## src/rtl/pipeline_pkg.sv

```systemverilog
// Shared types for the pipeline hazard controller: FSM state encoding and
// the per-stage stall/flush control pair.
package pipeline_pkg;

   typedef enum logic [1:0] {
      RUN     = 2'd0,
      MEMWAIT = 2'd1,
      DRAIN   = 2'd2
   } hz_state_e;

   typedef struct packed {
      logic stall;
      logic flush;
   } hz_ctrl_t;

   localparam hz_ctrl_t CTRL_NONE  = '{stall: 1'b0, flush: 1'b0};
   localparam hz_ctrl_t CTRL_STALL = '{stall: 1'b1, flush: 1'b0};
   localparam hz_ctrl_t CTRL_FLUSH = '{stall: 1'b0, flush: 1'b1};

   // True while an instruction older than ID (EX or MEM) is still in flight.
   function automatic logic olderInFlight(input logic [2:0] pipeValid);
      return |pipeValid[2:1];
   endfunction

endpackage

```

## src/rtl/hz_detect.sv

```systemverilog
// Load-use hazard compare: the load in EX writes a register that the
// instruction in ID is about to read. x0 never creates a dependency.
module hz_detect
   import pipeline_pkg::*;
#(
   parameter int REG_AW = 5
) (
   input  logic [REG_AW-1:0] i_idRs1,
   input  logic [REG_AW-1:0] i_idRs2,
   input  logic              i_rs1Used,
   input  logic              i_rs2Used,
   input  logic              i_exLoad,
   input  logic [REG_AW-1:0] i_exRd,
   output logic              o_loadUse
);

   logic w_rs1Hit;
   logic w_rs2Hit;

   assign w_rs1Hit  = i_rs1Used & (i_idRs1 == i_exRd);
   assign w_rs2Hit  = i_rs2Used & (i_idRs2 == i_exRd);
   assign o_loadUse = i_exLoad & (i_exRd != '0) & (w_rs1Hit | w_rs2Hit);

endmodule

```

## src/rtl/hazard_ctrl.sv

```systemverilog
// Central stall/flush scheduler for the 5-stage pipeline: memory wait,
// redirect, load-use, fence drain and fetch bubbles, plus stall statistics.
module hazard_ctrl
   import pipeline_pkg::*;
#(
   parameter int REG_AW      = 5,
   parameter int MEM_TIMEOUT = 255,
   parameter int CNT_W       = 32
) (
   input  logic              clk_i,
   input  logic              rst_ni,
   input  logic [REG_AW-1:0] id_rs1_i,
   input  logic [REG_AW-1:0] id_rs2_i,
   input  logic              id_rs1_used_i,
   input  logic              id_rs2_used_i,
   input  logic              id_fence_i,
   input  logic              ex_load_i,
   input  logic [REG_AW-1:0] ex_rd_i,
   input  logic              ex_redirect_i,
   input  logic              imem_ready_i,
   input  logic              mem_req_i,
   input  logic              dmem_ready_i,
   input  logic [2:0]        pipe_valid_i,
   output logic              pc_stall_o,
   output logic              ifid_stall_o,
   output logic              ifid_flush_o,
   output logic              idex_stall_o,
   output logic              idex_flush_o,
   output logic              exmem_stall_o,
   output logic              exmem_flush_o,
   output logic              memwb_stall_o,
   output logic              memwb_flush_o,
   output logic [1:0]        state_o,
   output logic              mem_timeout_o,
   output logic [CNT_W-1:0]  stall_cnt_o
);

   localparam int WAIT_W = (MEM_TIMEOUT < 2) ? 1 : $clog2(MEM_TIMEOUT + 1);

   hz_state_e         r_state;
   hz_state_e         w_stateNext;
   hz_state_e         w_evalState;
   logic [WAIT_W-1:0] r_waitCnt;
   logic [CNT_W-1:0]  r_stallCnt;

   logic     w_memStall;
   logic     w_loadUse;
   logic     w_drain;
   logic     w_olderValid;
   logic     w_timeout;
   logic     w_pcStall;
   logic     w_unusedIdValid;
   hz_ctrl_t w_ifid;
   hz_ctrl_t w_idex;
   hz_ctrl_t w_exmem;
   hz_ctrl_t w_memwb;

   hz_detect #(
      .REG_AW (REG_AW)
   ) u_detect (
      .i_idRs1   (id_rs1_i),
      .i_idRs2   (id_rs2_i),
      .i_rs1Used (id_rs1_used_i),
      .i_rs2Used (id_rs2_used_i),
      .i_exLoad  (ex_load_i),
      .i_exRd    (ex_rd_i),
      .o_loadUse (w_loadUse)
   );

   // The ID valid bit is implied by the fence/operand flags the decoder drives.
   assign w_unusedIdValid = pipe_valid_i[0];

   assign w_memStall   = mem_req_i & ~dmem_ready_i;
   assign w_olderValid = olderInFlight(pipe_valid_i);

   // The cycle in which dmem completes already behaves as RUN.
   always_comb begin
      w_evalState = r_state;
      if (r_state == MEMWAIT && dmem_ready_i) begin
         w_evalState = RUN;
      end
   end

   assign w_drain = w_olderValid &
                    ((w_evalState == DRAIN) | ((w_evalState == RUN) & id_fence_i));

   // Next-state logic; a memory stall freezes DRAIN without leaving it.
   always_comb begin
      w_stateNext = r_state;
      unique case (w_evalState)
         RUN: begin
            if (w_memStall) begin
               w_stateNext = MEMWAIT;
            end else if (w_drain && !ex_redirect_i) begin
               w_stateNext = DRAIN;
            end else begin
               w_stateNext = RUN;
            end
         end
         MEMWAIT: w_stateNext = MEMWAIT;
         DRAIN: begin
            if (!w_memStall && (ex_redirect_i || !w_olderValid)) begin
               w_stateNext = RUN;
            end
         end
         default: w_stateNext = RUN;
      endcase
   end

   // Priority-ordered stage controls; stalls always cover every earlier stage.
   always_comb begin
      w_pcStall = 1'b0;
      w_ifid    = CTRL_NONE;
      w_idex    = CTRL_NONE;
      w_exmem   = CTRL_NONE;
      w_memwb   = CTRL_NONE;
      if (!rst_ni) begin
         w_pcStall = 1'b1;
         w_ifid    = CTRL_FLUSH;
         w_idex    = CTRL_FLUSH;
         w_exmem   = CTRL_FLUSH;
         w_memwb   = CTRL_FLUSH;
      end else if (w_memStall) begin
         w_pcStall = 1'b1;
         w_ifid    = CTRL_STALL;
         w_idex    = CTRL_STALL;
         w_exmem   = CTRL_STALL;
         w_memwb   = CTRL_FLUSH;
      end else if (ex_redirect_i) begin
         w_ifid = CTRL_FLUSH;
         w_idex = CTRL_FLUSH;
      end else if (w_loadUse || w_drain) begin
         w_pcStall = 1'b1;
         w_ifid    = CTRL_STALL;
         w_idex    = CTRL_FLUSH;
      end else if (!imem_ready_i) begin
         w_pcStall = 1'b1;
         w_ifid    = CTRL_FLUSH;
      end
   end

   assign w_timeout = (MEM_TIMEOUT != 0) && (w_evalState == MEMWAIT) &&
                      (r_waitCnt == WAIT_W'(MEM_TIMEOUT - 1));

   always_ff @(posedge clk_i or negedge rst_ni) begin
      if (!rst_ni) begin
         r_state <= RUN;
      end else begin
         r_state <= w_stateNext;
      end
   end

   // Wait counter saturates at MEM_TIMEOUT so the timeout pulse fires only once.
   always_ff @(posedge clk_i or negedge rst_ni) begin
      if (!rst_ni) begin
         r_waitCnt <= '0;
      end else if (w_evalState == MEMWAIT) begin
         if (r_waitCnt != WAIT_W'(MEM_TIMEOUT)) begin
            r_waitCnt <= r_waitCnt + WAIT_W'(1);
         end
      end else begin
         r_waitCnt <= '0;
      end
   end

   always_ff @(posedge clk_i or negedge rst_ni) begin
      if (!rst_ni) begin
         r_stallCnt <= '0;
      end else if (w_pcStall && (r_stallCnt != '1)) begin
         r_stallCnt <= r_stallCnt + CNT_W'(1);
      end
   end

   assign pc_stall_o    = w_pcStall;
   assign ifid_stall_o  = w_ifid.stall;
   assign ifid_flush_o  = w_ifid.flush;
   assign idex_stall_o  = w_idex.stall;
   assign idex_flush_o  = w_idex.flush;
   assign exmem_stall_o = w_exmem.stall;
   assign exmem_flush_o = w_exmem.flush;
   assign memwb_stall_o = w_memwb.stall;
   assign memwb_flush_o = w_memwb.flush;
   assign state_o       = r_state;
   assign mem_timeout_o = w_timeout;
   assign stall_cnt_o   = r_stallCnt;

endmodule

```

## config.mk

```make
export PLATFORM = sky130hd
export DESIGN_NAME = hazard_ctrl
export DESIGN_NICKNAME = d
export VERILOG_FILES = /design/src/rtl/pipeline_pkg.sv /design/src/rtl/hz_detect.sv /design/src/rtl/hazard_ctrl.sv
export SDC_FILE = /design/constraint.sdc
export NUM_CORES = 1
export LEC_CHECK = 0
export ABC_AREA = 1
export CAP_MARGIN = 0
export CORE_UTILIZATION = 40
export DETAILED_ROUTE_END_ITERATION = 12
export PLACE_DENSITY = 0.69
export SETUP_SLACK_MARGIN = 0.4
export SYNTH_ARGS = -nofsm -noshare
export SYNTH_HDL_FRONTEND = slang
export SYNTH_SLANG_ARGS = --single-unit
export TNS_END_PERCENT = 50
```

## constraint.sdc

```tcl
create_clock -name clk_i -period 1.9 [get_ports clk_i]
set_clock_uncertainty 0.15 [all_clocks]
set_input_delay 0.285 -clock clk_i [delete_from_list [all_inputs] [get_ports clk_i]]
set_output_delay 0.285 -clock clk_i [all_outputs]
set_load 0.1 [all_outputs]
```

==> impl_metrics.env <==
export IMPL_status="complete, but fails checks"
export IMPL_violations="setup timing"
export IMPL_via_count=3517
export IMPL_clk_pin_slew_ps=90
export IMPL_initial_core_util_pct=41.5
export IMPL_clockRootBuffer="clkbuf_8"
export IMPL_synth_net_count=491
export IMPL_antenna_cells=0
export IMPL_ys_seq_area_share_pct=34.9
export IMPL_fin_nets=615
export IMPL_final_cells=684
export IMPL_rows=31
export IMPL_post_route_util_pct=72.8
export IMPL_path_cells="o21ai_2, nand2_2, buf_6, nand3_4, and2_4, buf_12"
export IMPL_clockBufferDepth=2
export IMPL_cts_buffers=5
export IMPL_cellPowerDensity_nw_per_um2=641
export IMPL_routabilityCongestion=0.913
export IMPL_die_w_um=88.8
export IMPL_fin_area_um2=5280
export IMPL_setup_viol_count_final=37
export IMPL_h_tree_depth=2
export IMPL_p_switching_mw=1.39
export IMPL_endpoint_kind="primary output"
export IMPL_fill_cells=548
export IMPL_drv_max_cap_violation_count=0
export IMPL_drc_errors=0
export IMPL_final_cell_mix="149 x nand2_1, 62 x nor2_1, 53 x buf_12"
export IMPL_clock_sinks=42
export IMPL_power_frac_comb_pct=45.9
export IMPL_drtIter0Drc=233
export IMPL_insertion_delay_ps=310
export IMPL_synthDistinctLibCells=29
export IMPL_pwr_share_clk_pct=21.5
export IMPL_dr_pass1_iters=5
export IMPL_fmax_ghz=0.493
export IMPL_cpMaxStageDelayCell="dfrtp_4"
export IMPL_viasPerCell=5.14
export IMPL_crit_fanout=4
export IMPL_peakVddDrop_mv=0.443
export IMPL_hold_slack_ps=186
export IMPL_grt_usage_pct=26.8
export IMPL_grt_pass1_wl_um=16100
export IMPL_grt_ovfl_total=0
export IMPL_final_min_clock_period_ps=2030
export IMPL_required_ps=1460
export IMPL_post_route_period_util_pct=107
export IMPL_p_int_mw=2.00
export IMPL_area_growth_syn_to_layout_pct=75.4
export IMPL_crit_type="reg2out"
export IMPL_setup_ws_ps=-130
export IMPL_power_frac_seq_pct=32.6
export IMPL_drive_above_1_share_pct=36.4
export IMPL_die_area_um2=7880
export IMPL_antenna_found_initial=0
export IMPL_mostFrequentLayoutCell="nand2_1"
export IMPL_slew_viol_final=0
export IMPL_core_area_um2=7250
export IMPL_hpwl_um=6820
export IMPL_cts_tree="built"
export IMPL_port_buffer_count=69
export IMPL_dpl_cell_area_um2=4640
export IMPL_relSlewSlack_pct=64.2
export IMPL_leakage_nw=2.46
export IMPL_pre_cts_ws_ps=-455
export IMPL_synth_seq_cells=42
export IMPL_synth_cells=460
export IMPL_grt_pass1_vias=3351
export IMPL_pin_count=72
export IMPL_hp_class="in2async"
export IMPL_drt_wl_total_um=10100
export IMPL_die_y_um=88.8
export IMPL_antenna_left=0
export IMPL_critPathLaunchType="flop"
export IMPL_postSynthAreaPerCell_um2=6.54
export IMPL_wl_per_cell_um=14.7
export IMPL_grt_max_degree=42
export IMPL_slowest_delay_ps=520
export IMPL_worst_slew_pin_slew_ps=537
export IMPL_yosysWarnings=0
export IMPL_arrival_ps=1600
export IMPL_rsz0062_at_grt="true"
export IMPL_hold_violations=0
export IMPL_swShare_pct=40.9
export IMPL_dp_cells=648
export IMPL_synth_area_um2=3010
## critical path, delay by kind of cell (launching register included)
| family | cells | cell delay, ps |
|---|---|---|
| DFF | 1 | 520 |
| and+or+nand+nor | 3 | 310 |
| AOI/OAI and AO/OA | 1 | 160 |
| buffers and inverters | 2 | 300 |
## cells by family (layout without fill, tap and decap cells)
family / after synthesis / in the layout / synth area share [%]
AOI/OAI and AO/OA: 17 / 17 / 3.24
DFF: 42 / 42 / 34.9
buffers and inverters: 54 / 179 / 7.81
and+or+nand+nor: 316 / 316 / 44.8
adders and majority gates: 3 / 3 / 1.25
other: 1 / 1 / 0.125
xor gates and xnor gates: 27 / 27 / 7.86
## registers in the layout, summed over array words and instances, names as in the netlist
register     count
r_waitCnt        8
state_o          2
stall_cnt_o     32
## synth_stat cells (all sizes together)
cell / instances / share of area [%]
nor3: 2 / 0.50
nand3b: 4 / 1.0
o21ai: 8 / 1.3
and3: 1 / 0.21
nor4: 1 / 0.21
a211oi: 2 / 0.50
nand2: 183 / 23
ha: 3 / 1.2
dfrtp: 42 / 35
and2: 1 / 0.21
clkbuf: 7 / 0.87
a31oi: 1 / 0.21
a21oi: 4 / 0.67
conb: 1 / 0.12
nand4: 34 / 7.1
buf: 7 / 2.0
xor2: 13 / 3.8
nand3: 18 / 3.5
xnor2: 14 / 4.1
inv: 40 / 5.0
a2111oi: 1 / 0.29
nor2: 72 / 9.3
o31ai: 1 / 0.25
## final cells by class
class | instances | area, µm² | share of cell area [%]
Timing Repair Buffer | 131 | 1800 | 34.0
Tap cell | 99 | 124 | 2.35
Multi-Input combinational cell | 364 | 1990 | 37.7
Clock inverter | 2 | 37.5 | 0.711
Inverter | 40 | 154 | 2.91
Clock buffer | 6 | 72.6 | 1.37
Sequential cell | 42 | 1100 | 20.9
## per-stage QoR
step                      power [mW]  setup TNS, ps
after global routing            3.52          -5380
after CTS                       3.35           -643
after global placement          2.49         -11120
after detailed placement        2.51         -14910
final                           3.39          -2780
after floorplan                 1.93          -7340
## power by group through the flow
stage          registers, mW  clock network [mW]  logic, mW
2_1_floorplan           1.53                   0      0.408
3_3_place_gp            1.11                   0       1.38
3_5_place_dp            1.12                   0       1.39
4_1_cts                 1.10               0.739       1.51
5_1_grt                 1.12               0.768       1.63
6_report                1.10               0.728       1.55
## per-layer routing
layer	track usage, %	share of wire (%)
met5	0	0
met3	3.92	5.6
met4	7.33	2.0
met2	45.1	51
met1	36.0	42
## path summary, 6_finish.rpt
| path | startpoint | to | slack, ps | depth (start not counted) |
|---|---|---|---|---|
| max in group asynchronous | rst_ni | stall_cnt_o[0] | 1000 | 2 |
| worst min-delay path | rst_ni | stall_cnt_o[28] | 190 | 2 |
| worst max-delay path | state_o[1] | pc_stall_o | -130 | 6 |
| min in group clk_i | mem_req_i | state_o[0] | 340 | 3 |
| worst max register to register | stall_cnt_o[1] | stall_cnt_o[25] | -100 | 11 |
| worst min register to register | r_waitCnt[3] | r_waitCnt[3] | 380 | 2 |
## what timing repair did
| action | in CTS | in global routing |
|---|---|---|
| buffers inserted | 11 | 11 |
| setup endpoints to repair | 46 | 51 |
| endpoints found under the hold margin | 1 | 0 |
| hold buffers | 1 | 0 |
| cloned | 5 | 0 |
| pin swaps | 41 | 20 |
| resized for setup | 63 | 35 |
Note: power is estimated with default switching activity, not from simulation.
